[config.mk]
export PLATFORM = sky130hd
export DESIGN_NAME = wb_irq_timer
export DESIGN_NICKNAME = d
export VERILOG_FILES = /design/src/rtl/wb_irq_timer_pkg.sv /design/src/rtl/wb_irq_timer_prescaler.sv /design/src/rtl/wb_irq_timer.sv
export SDC_FILE = /design/constraint.sdc
export NUM_CORES = 1
export LEC_CHECK = 0
export BUFFER_PORTS_ARGS = -buffer_cell sky130_fd_sc_hd__buf_2
export CAP_MARGIN = 10
export CORE_MARGIN = 2
export CORE_UTILIZATION = 57
export DETAILED_ROUTE_END_ITERATION = 8
export PLACE_DENSITY = 0.81
export SYNTH_ARGS = -nofsm -noshare
export SYNTH_HDL_FRONTEND = slang
export SYNTH_SLANG_ARGS = --single-unit
[constraint.sdc]
create_clock -name wb_clk_i -period 2.6 [get_ports wb_clk_i]
set_clock_uncertainty 0.05 [all_clocks]
set_input_delay 0.52 -clock wb_clk_i [delete_from_list [all_inputs] [get_ports wb_clk_i]]
set_output_delay 0.52 -clock wb_clk_i [all_outputs]
set_load 0.02 [all_outputs]
[src/rtl/wb_irq_timer_pkg.sv]
// ---------------------------------------------------------------------------
// wb_irq_timer_pkg
// Shared constants for the wishbone interrupt timer: register word offsets,
// CTRL bit positions and a byte-lane merge helper used for partial writes.
// ---------------------------------------------------------------------------
package wb_irq_timer_pkg;

  // Register word offsets, decoded from wb_adr_i[3:2]
  localparam logic [1:0] REG_CTRL   = 2'd0;
  localparam logic [1:0] REG_LOAD   = 2'd1;
  localparam logic [1:0] REG_COUNT  = 2'd2;
  localparam logic [1:0] REG_STATUS = 2'd3;

  // CTRL bit positions
  localparam int CTRL_EN       = 0;
  localparam int CTRL_PERIODIC = 1;
  localparam int CTRL_IE       = 2;
  localparam int CTRL_PRE_LSB  = 8;

  // Replace only the byte lanes whose select bit is set
  function automatic logic [31:0] merge_bytes(input logic [31:0] old_val,
                                              input logic [31:0] new_val,
                                              input logic [3:0]  sel);
    logic [31:0] result;
    result = old_val;
    for (int i = 0; i < 4; i++) begin
      if (sel[i]) result[8*i +: 8] = new_val[8*i +: 8];
    end
    return result;
  endfunction

endpackage

[src/rtl/wb_irq_timer_prescaler.sv]
// ---------------------------------------------------------------------------
// wb_irq_timer_prescaler
// Free-running divider that counts 0..div and flags the cycle in which the
// count equals div. A div of 0 therefore flags every cycle.
// Ports:
//   clk  - clock
//   rst  - synchronous active-high reset
//   clr  - synchronous clear of the count (held while the timer is disabled
//          and pulsed on every CTRL write)
//   div  - terminal count
//   tick - high in the cycle where the count equals div
// ---------------------------------------------------------------------------
module wb_irq_timer_prescaler #(
  parameter int PRESCALE_WIDTH = 8
) (
  input  logic                      clk,
  input  logic                      rst,
  input  logic                      clr,
  input  logic [PRESCALE_WIDTH-1:0] div,
  output logic                      tick
);

  logic [PRESCALE_WIDTH-1:0] cnt_q;

  // The tick is purely combinational so that the top can act on it at the
  // very next edge; the top gates it with EN.
  assign tick = (cnt_q == div);

  // Counter wraps to 0 on the tick cycle and is forced to 0 by clr
  always_ff @(posedge clk) begin
    if (rst || clr) begin
      cnt_q <= '0;
    end else if (tick) begin
      cnt_q <= '0;
    end else begin
      cnt_q <= cnt_q + PRESCALE_WIDTH'(1);
    end
  end

endmodule

[src/rtl/wb_irq_timer.sv]
// ---------------------------------------------------------------------------
// wb_irq_timer
// Wishbone B3 classic slave with a programmable down-counting timer that
// raises a level interrupt. Accesses are acknowledged one cycle after the
// request; writes commit and read data is captured on the ack edge.
// Ports:
//   wb_clk_i, wb_rst_i  - clock, synchronous active-high reset
//   wb_adr_i            - byte address, [3:2] select CTRL/LOAD/COUNT/STATUS
//   wb_dat_i, wb_sel_i  - write data and byte enables
//   wb_we_i, wb_cyc_i, wb_stb_i - bus control
//   wb_dat_o, wb_ack_o  - read data (zero outside the ack) and acknowledge
//   wb_err_o            - always 0
//   irq_o               - registered PEND & IE
// ---------------------------------------------------------------------------
module wb_irq_timer
  import wb_irq_timer_pkg::*;
#(
  parameter int COUNT_WIDTH    = 32,
  parameter int PRESCALE_WIDTH = 8
) (
  input  logic        wb_clk_i,
  input  logic        wb_rst_i,
  input  logic [31:0] wb_adr_i,
  input  logic [31:0] wb_dat_i,
  input  logic [3:0]  wb_sel_i,
  input  logic        wb_we_i,
  input  logic        wb_cyc_i,
  input  logic        wb_stb_i,
  output logic [31:0] wb_dat_o,
  output logic        wb_ack_o,
  output logic        wb_err_o,
  output logic        irq_o
);

  logic                      en_q;
  logic                      periodic_q;
  logic                      ie_q;
  logic [PRESCALE_WIDTH-1:0] pre_q;
  logic [COUNT_WIDTH-1:0]    load_q;
  logic [COUNT_WIDTH-1:0]    count_q;
  logic                      pend_q;
  logic                      irq_q;
  logic                      ack_q;
  logic [31:0]               dat_q;

  logic        req;
  logic [1:0]  reg_sel;
  logic        wr_ctrl;
  logic        wr_load;
  logic        wr_count;
  logic        wr_status;
  logic        status_clr;
  logic [31:0] ctrl_rd;
  logic [31:0] rd_val;
  logic [31:0] ctrl_merged;
  logic [31:0] load_merged;
  logic [31:0] count_merged;
  logic        tick;
  logic        tick_en;
  logic        expire;
  logic        unused_bits;

  assign wb_err_o = 1'b0;
  assign wb_ack_o = ack_q;
  assign wb_dat_o = dat_q;
  assign irq_o    = irq_q;

  // A new request is only accepted while no ack is outstanding, which limits
  // the slave to one ack every two cycles.
  assign req     = wb_cyc_i & wb_stb_i & ~ack_q;
  assign reg_sel = wb_adr_i[3:2];

  assign wr_ctrl    = req & wb_we_i & (reg_sel == REG_CTRL);
  assign wr_load    = req & wb_we_i & (reg_sel == REG_LOAD);
  assign wr_count   = req & wb_we_i & (reg_sel == REG_COUNT);
  assign wr_status  = req & wb_we_i & (reg_sel == REG_STATUS);
  assign status_clr = wr_status & wb_sel_i[0] & wb_dat_i[0];

  // CTRL as seen by software; undefined bits read 0
  always_comb begin
    ctrl_rd                                 = '0;
    ctrl_rd[CTRL_EN]                        = en_q;
    ctrl_rd[CTRL_PERIODIC]                  = periodic_q;
    ctrl_rd[CTRL_IE]                        = ie_q;
    ctrl_rd[CTRL_PRE_LSB +: PRESCALE_WIDTH] = pre_q;
  end

  // Partial writes are merged against the current register contents
  assign ctrl_merged  = merge_bytes(ctrl_rd, wb_dat_i, wb_sel_i);
  assign load_merged  = merge_bytes(32'(load_q), wb_dat_i, wb_sel_i);
  assign count_merged = merge_bytes(32'(count_q), wb_dat_i, wb_sel_i);

  // Read mux
  always_comb begin
    rd_val = '0;
    case (reg_sel)
      REG_CTRL:   rd_val = ctrl_rd;
      REG_LOAD:   rd_val = 32'(load_q);
      REG_COUNT:  rd_val = 32'(count_q);
      REG_STATUS: rd_val = {31'd0, pend_q};
      default:    rd_val = '0;
    endcase
  end

  wb_irq_timer_prescaler #(
    .PRESCALE_WIDTH(PRESCALE_WIDTH)
  ) u_prescaler (
    .clk  (wb_clk_i),
    .rst  (wb_rst_i),
    .clr  (wr_ctrl | ~en_q),
    .div  (pre_q),
    .tick (tick)
  );

  // A tick only counts while enabled; COUNT of 0 or 1 means this tick ends
  // the period, so LOAD=0 behaves like LOAD=1.
  assign tick_en = tick & en_q;
  assign expire  = tick_en & (count_q <= COUNT_WIDTH'(1));

  // Bus handshake: ack and read data are registered from the request cycle
  always_ff @(posedge wb_clk_i) begin
    if (wb_rst_i) begin
      ack_q <= 1'b0;
      dat_q <= '0;
    end else begin
      ack_q <= req;
      dat_q <= (req & ~wb_we_i) ? rd_val : '0;
    end
  end

  // CTRL: a software write overrides the one-shot auto-disable
  always_ff @(posedge wb_clk_i) begin
    if (wb_rst_i) begin
      en_q       <= 1'b0;
      periodic_q <= 1'b0;
      ie_q       <= 1'b0;
      pre_q      <= '0;
    end else if (wr_ctrl) begin
      en_q       <= ctrl_merged[CTRL_EN];
      periodic_q <= ctrl_merged[CTRL_PERIODIC];
      ie_q       <= ctrl_merged[CTRL_IE];
      pre_q      <= ctrl_merged[CTRL_PRE_LSB +: PRESCALE_WIDTH];
    end else if (expire && !periodic_q) begin
      en_q <= 1'b0;
    end
  end

  // LOAD and COUNT: software writes take priority over the counting logic;
  // a LOAD write also restarts COUNT from the written value.
  always_ff @(posedge wb_clk_i) begin
    if (wb_rst_i) begin
      load_q  <= '0;
      count_q <= '0;
    end else begin
      if (wr_load) begin
        load_q <= load_merged[COUNT_WIDTH-1:0];
      end
      if (wr_load) begin
        count_q <= load_merged[COUNT_WIDTH-1:0];
      end else if (wr_count) begin
        count_q <= count_merged[COUNT_WIDTH-1:0];
      end else if (expire) begin
        count_q <= periodic_q ? load_q : '0;
      end else if (tick_en) begin
        count_q <= count_q - COUNT_WIDTH'(1);
      end
    end
  end

  // PEND: an expiry beats a simultaneous write-1-to-clear
  always_ff @(posedge wb_clk_i) begin
    if (wb_rst_i) begin
      pend_q <= 1'b0;
    end else if (expire) begin
      pend_q <= 1'b1;
    end else if (status_clr) begin
      pend_q <= 1'b0;
    end
  end

  // Interrupt output is registered, one edge behind PEND
  always_ff @(posedge wb_clk_i) begin
    if (wb_rst_i) begin
      irq_q <= 1'b0;
    end else begin
      irq_q <= pend_q & ie_q;
    end
  end

  assign unused_bits = ^{wb_adr_i[31:4], wb_adr_i[1:0], ctrl_merged[7:3],
                         ctrl_merged[31:CTRL_PRE_LSB+PRESCALE_WIDTH]};

endmodule

; ---- After elaboration in Yosys (flattened, before gate mapping)
; Cells that the tools add are included.
[totals]
ff_bits = 118
in_bits = 73
output_inout_bits = 35
wordCells = 79
[classes]
addsub = 2
magnitude_cmp = 1
eq_ne = 9
mux = 19
bitwise_logic = 18
reduce_logical = 16
[op_table]
columns = op, count
row1 = 32-bit 2-to-1 mux, 5
row2 = 32-bit one-hot mux with 4 select lines, 1
row3 = 8-bit 2-to-1 mux, 8
row4 = "32-bit by 1-bit <= comparator with 1-bit output, second input constant", 1
row5 = "32-bit by 1-bit subtractor with 32-bit output, second input constant", 1
row6 = 2-bit AND reduction, 7
row7 = 1-bit AND, 13
row8 = "3-bit inequality test, second input constant", 4
row9 = "8-bit by 1-bit adder with 8-bit output, second input constant", 1
row10 = 8-bit == test, 1
row11 = 1-bit 2-to-1 mux, 5
row12 = "2-bit == test, second input constant", 2
row13 = 1-bit NOT, 4
row14 = 2-bit nonzero test, 2
row15 = 4-bit nonzero test, 1
row16 = 2-bit OR reduction, 2
row17 = "2-bit by 1-bit == test with 1-bit output, second input constant", 1
row18 = 2-bit zero test, 1
row19 = "2-bit inequality test, second input constant", 1
row20 = 1-bit logical AND, 1
row21 = 1-bit zero test, 1
row22 = 1-bit logical OR, 1
row23 = 1-bit OR, 1

; ---- Logic depth before layout (Yosys ltp)
; Gate-level depths: netlist of the first run.
[depth]
ltp_word = 8
depth_mapped = 10
depth_no_buf = 8

; ---- Hierarchy
; Synthesis of the first run repeated with hierarchy kept, for this count alone.
[unflattened]
hier_cells = 863
area_unflattened_um2 = 6775.2
[by_module_without_submodules]
columns = mod, instances, cells_each, area_per_inst_um2, seq_area_each_um2
row1 = wb_irq_timer, 1, 816, 6307.3, 2202.1
row2 = wb_irq_timer_prescaler, 1, 47, 467.9, 160.2

; ---- Least setup slack after synthesis of the first run
; No wires, ideal clock.
[synth_path]
path_kind = input to register
startpoint = input wb_adr_i[2]
endpoint = register count_q[3]
setup_time_ns = 0.074
arrival_ns = 2.263
required_ns = 2.476
slack_ns = 0.213
cell_stages = 9
n_path_buf = 3
path_cell_list = buf_2 -> nor2b_1 -> clkbuf_1 -> and2_1 -> buf_2 -> nor2_2 -> a21oi_1 -> mux2_1 -> a31oi_1
[synth_between]
elab_chain_len = 4
elab_cells_between_ends = 9
classes_between = 3 x eq/ne / 2 x mux / 2 x bitwise / 2 x reduce/logical
[synth_rtl]
columns = element, line
row1 = "start, declared", wb_irq_timer.sv:23  ; input logic [31:0] wb_adr_i,
row2 = 2-bit by 1-bit == test with 1-bit output or 2-bit == test (tied branches), "wb_irq_timer.sv:74, wb_irq_timer.sv:75"
row3 = 1-bit AND (on tied branches), "wb_irq_timer.sv:74, wb_irq_timer.sv:75"
row4 = "3-bit inequality test (no source line), or another cell as far along", n/a
row5 = 2-bit AND reduction (no source line) or 32-bit 2-to-1 mux (tied branches), n/a
row6 = "end signal, assigned", wb_irq_timer.sv:159  ; count_q <= load_merged[COUNT_WIDTH-1:0];
row7 = "end signal, assigned", wb_irq_timer.sv:161  ; count_q <= count_merged[COUNT_WIDTH-1:0];
row8 = "end signal, assigned", wb_irq_timer.sv:163  ; count_q <= periodic_q ? load_q : '0;
row9 = "end, declared", wb_irq_timer.sv:40  ; logic [COUNT_WIDTH-1:0] count_q;
; Parallel ways exist; a longest one is shown, timed or not.
; A chain may end at the register's enable or synchronous reset.

; ---- Worst setup path in the final report of the first run
[layout_path]
startpoint = register count_q[25]
endpoint = register count_q[13]
[layout_between]
elab_chain_len = 5
elab_cells_between_ends = 7
classes_between = 1 x order compare / 3 x mux / 1 x bitwise / 2 x reduce/logical
[layout_rtl]
columns = element, line
row1 = 32-bit by 1-bit <= comparator with 1-bit output (*), wb_irq_timer.sv:118  ; assign expire = tick_en & (count_q <= COUNT_WIDTH'(1));
row2 = 1-bit AND (*), wb_irq_timer.sv:118
row3 = 32-bit 2-to-1 mux, wb_irq_timer.sv:162  ; end else if (expire) begin
row4 = 32-bit 2-to-1 mux, wb_irq_timer.sv:160  ; end else if (wr_count) begin
row5 = 32-bit 2-to-1 mux, wb_irq_timer.sv:158  ; if (wr_load) begin
; Every way passes the cells marked *; elsewhere a longest branch is shown, timed or not.

==> results of run 1 <==
## cell usage in the layout (no fill, tap or decap), types with 10 or more instances in the layout
| master | Yosys | final |
|---|---|---|
| dfxtp_1 | 118 | 118 |
| nor2_1 | 92 | 92 |
| buf_2 | 9 | 76 |
| a21oi_1 | 75 | 75 |
| nand2_1 | 70 | 70 |
| buf_4 | 1 | 59 |
| nand3_1 | 54 | 54 |
| nor3_1 | 31 | 30 |
| o21ai_0 | 28 | 28 |
| mux2i_1 | 25 | 25 |
| a31oi_1 | 22 | 22 |
| a22oi_1 | 21 | 21 |
| xnor2_1 | 21 | 21 |
| nand4_1 | 19 | 19 |
| xor2_1 | 17 | 17 |
| clkbuf_16 | 0 | 17 |
| a211oi_1 | 13 | 13 |
| o211ai_1 | 10 | 10 |
## flip-flops by register name, summed over array words and instances (netlist names)
name               flops
count_q               32
load_q                32
wb_dat_o              32
pre_q                  8
u_prescaler.cnt_q      8
en_q                   1
ie_q                   1
irq_o                  1
pend_q                 1
periodic_q             1
wb_ack_o               1
## kinds of logic (layout without fill, tap and decap cells)
| logic type | after synthesis | after routing | synth area share |
|---|---|---|---|
| AO/OA/AOI/OAI | 225 | 225 | 0.222 |
| XOR/XNOR | 38 | 38 | 0.0506 |
| adder cells (fa/ha/maj) | 3 | 3 | 0.00571 |
| buffers and inverters | 81 | 178 | 0.0531 |
| flip-flops | 118 | 118 | 0.359 |
| multiplexers | 33 | 33 | 0.0535 |
| other | 1 | 1 | 0.000570 |
| AND/OR/NAND/NOR | 333 | 333 | 0.255 |
## worst max-delay path: stages, from the launching register on
cell	delay, ns
dfxtp_1	0.38
or4_4	0.57
nand2b_4	0.24
nor3_4	0.23
and3_1	0.22
buf_4	0.26
a31oi_1	0.13
a211oi_1	0.30
## worst paths after layout
path,start,end,slack (ns),cells after the start
setup / recovery,count_q[25],count_q[13],0.1,7
setup reg to reg,count_q[25],count_q[13],0.1,7
hold / removal,wb_stb_i,wb_ack_o,0.30,3
hold reg to reg,wb_ack_o,wb_ack_o,0.43,1
## routing by layer
layer,wire [um],up-vias,track usage
met1,8440,3260,0.434
met2,9780,424,0.535
li1,-,3220,-
met4,802,0,0.174
met5,0,-,0
met3,2040,75,0.0762
## through the flow
step	power (W)	hold slack, ns	util	area, um2	setup WS (ns)
after CTS	0.00557	0.296	0.702	7950	0.0466
after global placement	0.00306	0.398	0.646	7320	0.149
after global routing	0.00578	0.327	0.702	7950	0.0131
after detailed placement	0.00307	0.420	0.646	7320	0.0716
after floorplan	0.00272	0.394	-	6580	0.213
final	0.00559	0.304	0.702	7950	0.0997
## layout make-up
type	count	area (um2)
fillers	889	3370
well taps	143	179
repair buffers	137	863
multi-input cells	633	3880
inverters	10	37.5
flip-flops and latches	118	2360
clock inverters	9	148
clock buffers	22	484
## power breakdown
group	switching [W]	total, W	internal, W	leakage (nW)
logic	0.000657	0.00115	0.000497	1.79
clock network	0.000825	0.00252	0.00169	0.312
registers	0.0000646	0.00192	0.00185	0.953
total	0.00155	0.00559	0.00404	3.06
## what timing repair did
item                       4_1_cts  5_1_grt
setup endpoints to repair        0        1
hold buffers                     0        0
resized for setup                0        2
==> summary.md, run 1 <==
| Metric | Value |
|---|---|
| Post-synth ARST share | 0 |
| CTS tree | built |
| Crit path arrival time | 2.77 ns |
| CP max FO | 16 |
| Count of cell types in the netlist | 73 |
| Fmax achieved | 400 MHz |
| Critical path endpoint category | flop |
| CTS buffer count | 17 |
| Initial antenna violation count | 0 |
| Yosys warning count | 0 |
| Relative slew margins | 0.529 |
| Final min period | 2.50 ns |
| Via count | 6979 |
| CTS root buffer | clkbuf_16 |
| Core region area | 11300 um2 |
| Status | finished, final reports clean |
| Tot GR Track Use | 0.338 |
| WS Path Type | reg2reg |
| GRT overflow | 0 |
| Die X | 111 um |
| Worst-path clk slew | 0.05 ns |
| Initial Utilization | 0.581 |
| Largest area contributor in the netlist | dfxtp_1 |
| PwrDens | 703 nW/um2 |
| Via density | 6.51 |
| Setup_tns | 0 ns |
| Sequential share of the synthesized area | 0.359 |
| Vias in the first global route | 6720 |
| DRC | 0 |
| Max cap viols | 0 |
| Post-DP HPWL | 14400 um |
| Startpoint types | flop |
| Area delta synth->final | 20.9% |
| Syn nets | 908 |
| Rows | 39 |
| # placed instances | 1041 |
| Global-route wire length before repair | 33800 um |
| Drt first-iter violations | 774 |
| RSZ-0062 raised after global routing | false |
| Synth top area share | 0.359 |
| ANT nets after route | 0 |
| Ant diodes | 0 |
| DR WL/cell | 19.7 um |
| Buffers on Ports | 76 |
| DR pass1 iterations | 6 |
| Final Setup Violations | 0 |
| Post-CTS setup buffers | 0 |
| Largest net degree at the start of global routing | 54 |
| Total wire length | 21100 um |
| Die height | 111 um |
| Final instance count without filler cells | 1072 |
| Top_reg_cell synth | dfxtp_1 |
| Skew-Pair Late Insertion Delay | 0.43 ns |
| Post-synth EDFFs | 0 |
| Slew Limit Fails | 0 |
| I/O pin cnt | 108 |
| Maximum VDD drop | 0.600 mV |
| WP data required | 2.87 ns |
| Die ar. | 12400 um2 |
| Layout cell share with drive strength beyond 1 | 0.212 |
| Worst-case clock buffer depth | 2 |
| Final Hold Fails | 0 |
| Post-synth top cells | dfxtp_1 (118), nor2_1 (92), a21oi_1 (75), nand2_1 (70), nand3_1 (54) |
| Top post-synthesis cells by area | dfxtp_1 (36%), a21oi_1 (5.7%), nor2_1 (5.3%) |
| Mapped cell area | 6580 um2 |
| Fin crit share | 0.962 |
| Clk sinks | 118 |
| Nets@finish | 993 |
| Tightest Pin Transition | 0.706 ns |
| H-tree levels | 4 |
| Class of the worst hold path | in2reg |
| Leak pwr | 3.06 nW |
| Most frequent cell after synthesis | dfxtp_1 |
| Synth Register Bits | 118 |
| Syn Area/Cell | 7.91 um2 |
| RePlAce Congestion | 1.02 |
| Mapped Cells | 832 |
Power figures use the tool's default switching activity.
==> run 2: changes to the inputs <==
Settings changed: CTS_CLUSTER_SIZE set to 24, TNS_END_PERCENT set to 30.
Clock period 2.6 ns to 2.7 ns, I/O delays scaled along.
==> summary.md, run 2 (synthesis gave the netlist of run 1 again) <==
| Metric | Value |
|---|---|
| DR WL/cell | 20.5 um (+4.1%) |
| CP max stage cell | or4_4 |
| Fillers | 858 (-3.5%) |
| Part of the power in registers | 0.349 (+0.006) |
| Final min period | 2.51 ns (+0.0102 ns) |
| Met1 WL | 8510 um (+0.78%) |
| I/O pin cnt | 108 (unchanged) |
| Commonest non-fill, non-tap cell in the layout | dfxtp_1 |
| CP bufs+invs | 1 (unchanged) |
| Clock network power share | 0.441 (-0.009) |
| WS Path Type | reg2reg |
| Skew-Pair Late Insertion Delay | 0.43 ns (about the same) |
| Area after DPL | 7310 um2 (about the same) |
| Setup_tns | 0 ns (unchanged) |
| Rows | 39 (unchanged) |
| Total wire length | 21900 um (+4.1%) |
| Buffers on Ports | 76 (unchanged) |
| Relative slew margins | 0.517 (-0.0120) |
| GRT overflow | 0 (unchanged) |
| Nets@finish | 992 (-0.10%) |
| Final instance area | 7950 um2 (about the same) |
| Layout cell share with drive strength beyond 1 | 0.212 (unchanged) |
| CTS tree | built |
| Worst Setup SP | count_q[26] |
| RSZ-0062 raised after global routing | false |
| Crit-path cells | or4_4 > nand2b_4 > nor3_4 > buf_4 > nand3_1 > nand3_1 > a311oi_2 |
| Tot GR Track Use | 0.349 (+0.0105) |
| Pwr Total | 0.00530 W (-5.1%) |
| Worst-case clock buffer depth | 2 (unchanged) |
| Vias in the first global route | 6877 (+2.3%) |
| Die ar. | 12400 um2 (unchanged) |
| Metal2 WL | 10200 um (+4.7%) |
| Startpoint types | flop |
| Origin of the critical flop-to-flop path | count_q[26] |
| Initial antenna violation count | 0 (unchanged) |
| H-tree levels | 4 (unchanged) |
| Class of the worst hold path | in2reg |
| Comb pwr share | 0.210 (+0.003) |
| Met3 routed WL | 2310 um (+13%) |
| Slew Limit Fails | 0 (unchanged) |
| DR top layer | met4 |
| Pint | 0.00377 W (-6.7%) |
| Largest net degree at the start of global routing | 54 (unchanged) |
| CTS buffer count | 17 (unchanged) |
| Final Setup Violations | 0 (unchanged) |
| CTS root buffer | clkbuf_16 |
| RePlAce Congestion | 1.03 (+1.2%) |
| CP max stage delay | 0.54 ns (-0.03 ns) |
| PwrDens | 668 nW/um2 (-5.0%) |
| Global-route wire length before repair | 34700 um (+2.8%) |
| Clk sinks | 118 (unchanged) |
| Status | finished, final reports clean |
| Highest-count cells in the layout ignoring fill and taps | dfxtp_1 (118), nor2_1 (92), buf_2 (76), a21oi_1 (75), nand2_1 (70) |
| Post-DP HPWL | 14500 um (+0.84%) |
| WP data required | 2.93 ns (+0.06 ns) |
| Final Hold Fails | 0 (unchanged) |
| Crit path arrival time | 2.75 ns (-0.02 ns) |
| Drt first-iter violations | 1077 (+39%) |
| Critical path endpoint category | flop |
| Area delta synth->final | 20.8% (about the same) |
| Sw Ratio | 0.289 (+0.0127) |
| Die X | 111 um (unchanged) |
| Via count | 7194 (+3.1%) |
| ANT nets after route | 0 (unchanged) |
| Core region area | 11300 um2 (unchanged) |
| Switching pwr | 0.00154 W (-0.72%) |
| Most used cell, CP | nand3_1 |
| Ant diodes | 0 (unchanged) |
| Fin crit share | 0.930 (-0.0318) |
| Die height | 111 um (unchanged) |
| DRC | 0 (unchanged) |
| Tightest Pin Transition | 0.724 ns (+0.0180 ns) |
| Via density | 6.71 (+3.1%) |
| Hold Buf Count CTS | 0 (unchanged) |
| CP max FO | 9 (-7) |
| Fmax achieved | 398 MHz (-0.41%) |
| Worst-path clk slew | 0.06 ns (about the same) |
| DR pass1 iterations | 6 (unchanged) |
| Hold Crit Start | wb_stb_i |
| Max cap viols | 0 (unchanged) |
| Leak pwr | 3.05 nW (-0.24%) |
| Initial Utilization | 0.581 (unchanged) |
| Cell family with most CP delay | simple AND/OR/NAND/NOR gates |
| Maximum VDD drop | 0.569 mV (-5.1%) |
## run 2: routing by layer
layer | vias to the layer above | track usage
met1 | 3390 | 0.440
met3 | 94 | 0.0795
li1 | 3223 | -
met5 | - | 0
met2 | 487 | 0.565
met4 | 0 | 0.171
## run 2: final timing paths
path | slack, ns | depth (start not counted) | endpoint
hold reg to reg | 0.43 | 1 | wb_ack_o
hold / removal | 0.31 | 3 | wb_ack_o
setup reg to reg | 0.19 | 7 | count_q[7]
setup / recovery | 0.19 | 7 | count_q[7]
## run 2: through the flow
step           worst slack [ns]  hold slack [ns]  utilization  cells
5_1_grt                  0.0167            0.350        0.702   1072
6_report                  0.189            0.309        0.702   1072
3_3_place_gp              0.217            0.398        0.646   1039
3_5_place_dp              0.195            0.422        0.646   1039
2_1_floorplan             0.293            0.394            -    832
4_1_cts                   0.194            0.302        0.700   1071
## run 2: worst min-delay path, stage by stage
cell,delay [ns]
buf_2,0.11
nand2_1,0.05
nor3_1,0.04
## run 2: repair_timing
action                                  CTS  global route
buffers inserted                          0             1
gates resized for setup                   0             1
endpoints found under the setup margin    0             2
## run 2: power by group through the flow
stage / registers (W) / logic [W] / clock network, W
global placement: 0.00188 / 0.00104 / 0
CTS: 0.00184 / 0.00107 / 0.00234
finish: 0.00185 / 0.00112 / 0.00234
floorplan: 0.00186 / 0.000756 / 0
global route: 0.00185 / 0.00120 / 0.00241
detailed placement: 0.00188 / 0.00106 / 0
## run 2: area by class of cell
| cell class | instances | area (um2) | area share |
|---|---|---|---|
| clock buffer | 24 | 522 | 0.0657 |
| timing repair buffer | 136 | 868 | 0.109 |
| sequential | 118 | 2360 | 0.297 |
| tap | 143 | 179 | 0.0225 |
| clock inverter | 8 | 92.6 | 0.0117 |
| inverter | 10 | 37.5 | 0.00472 |
| multi-input combinational | 633 | 3880 | 0.489 |
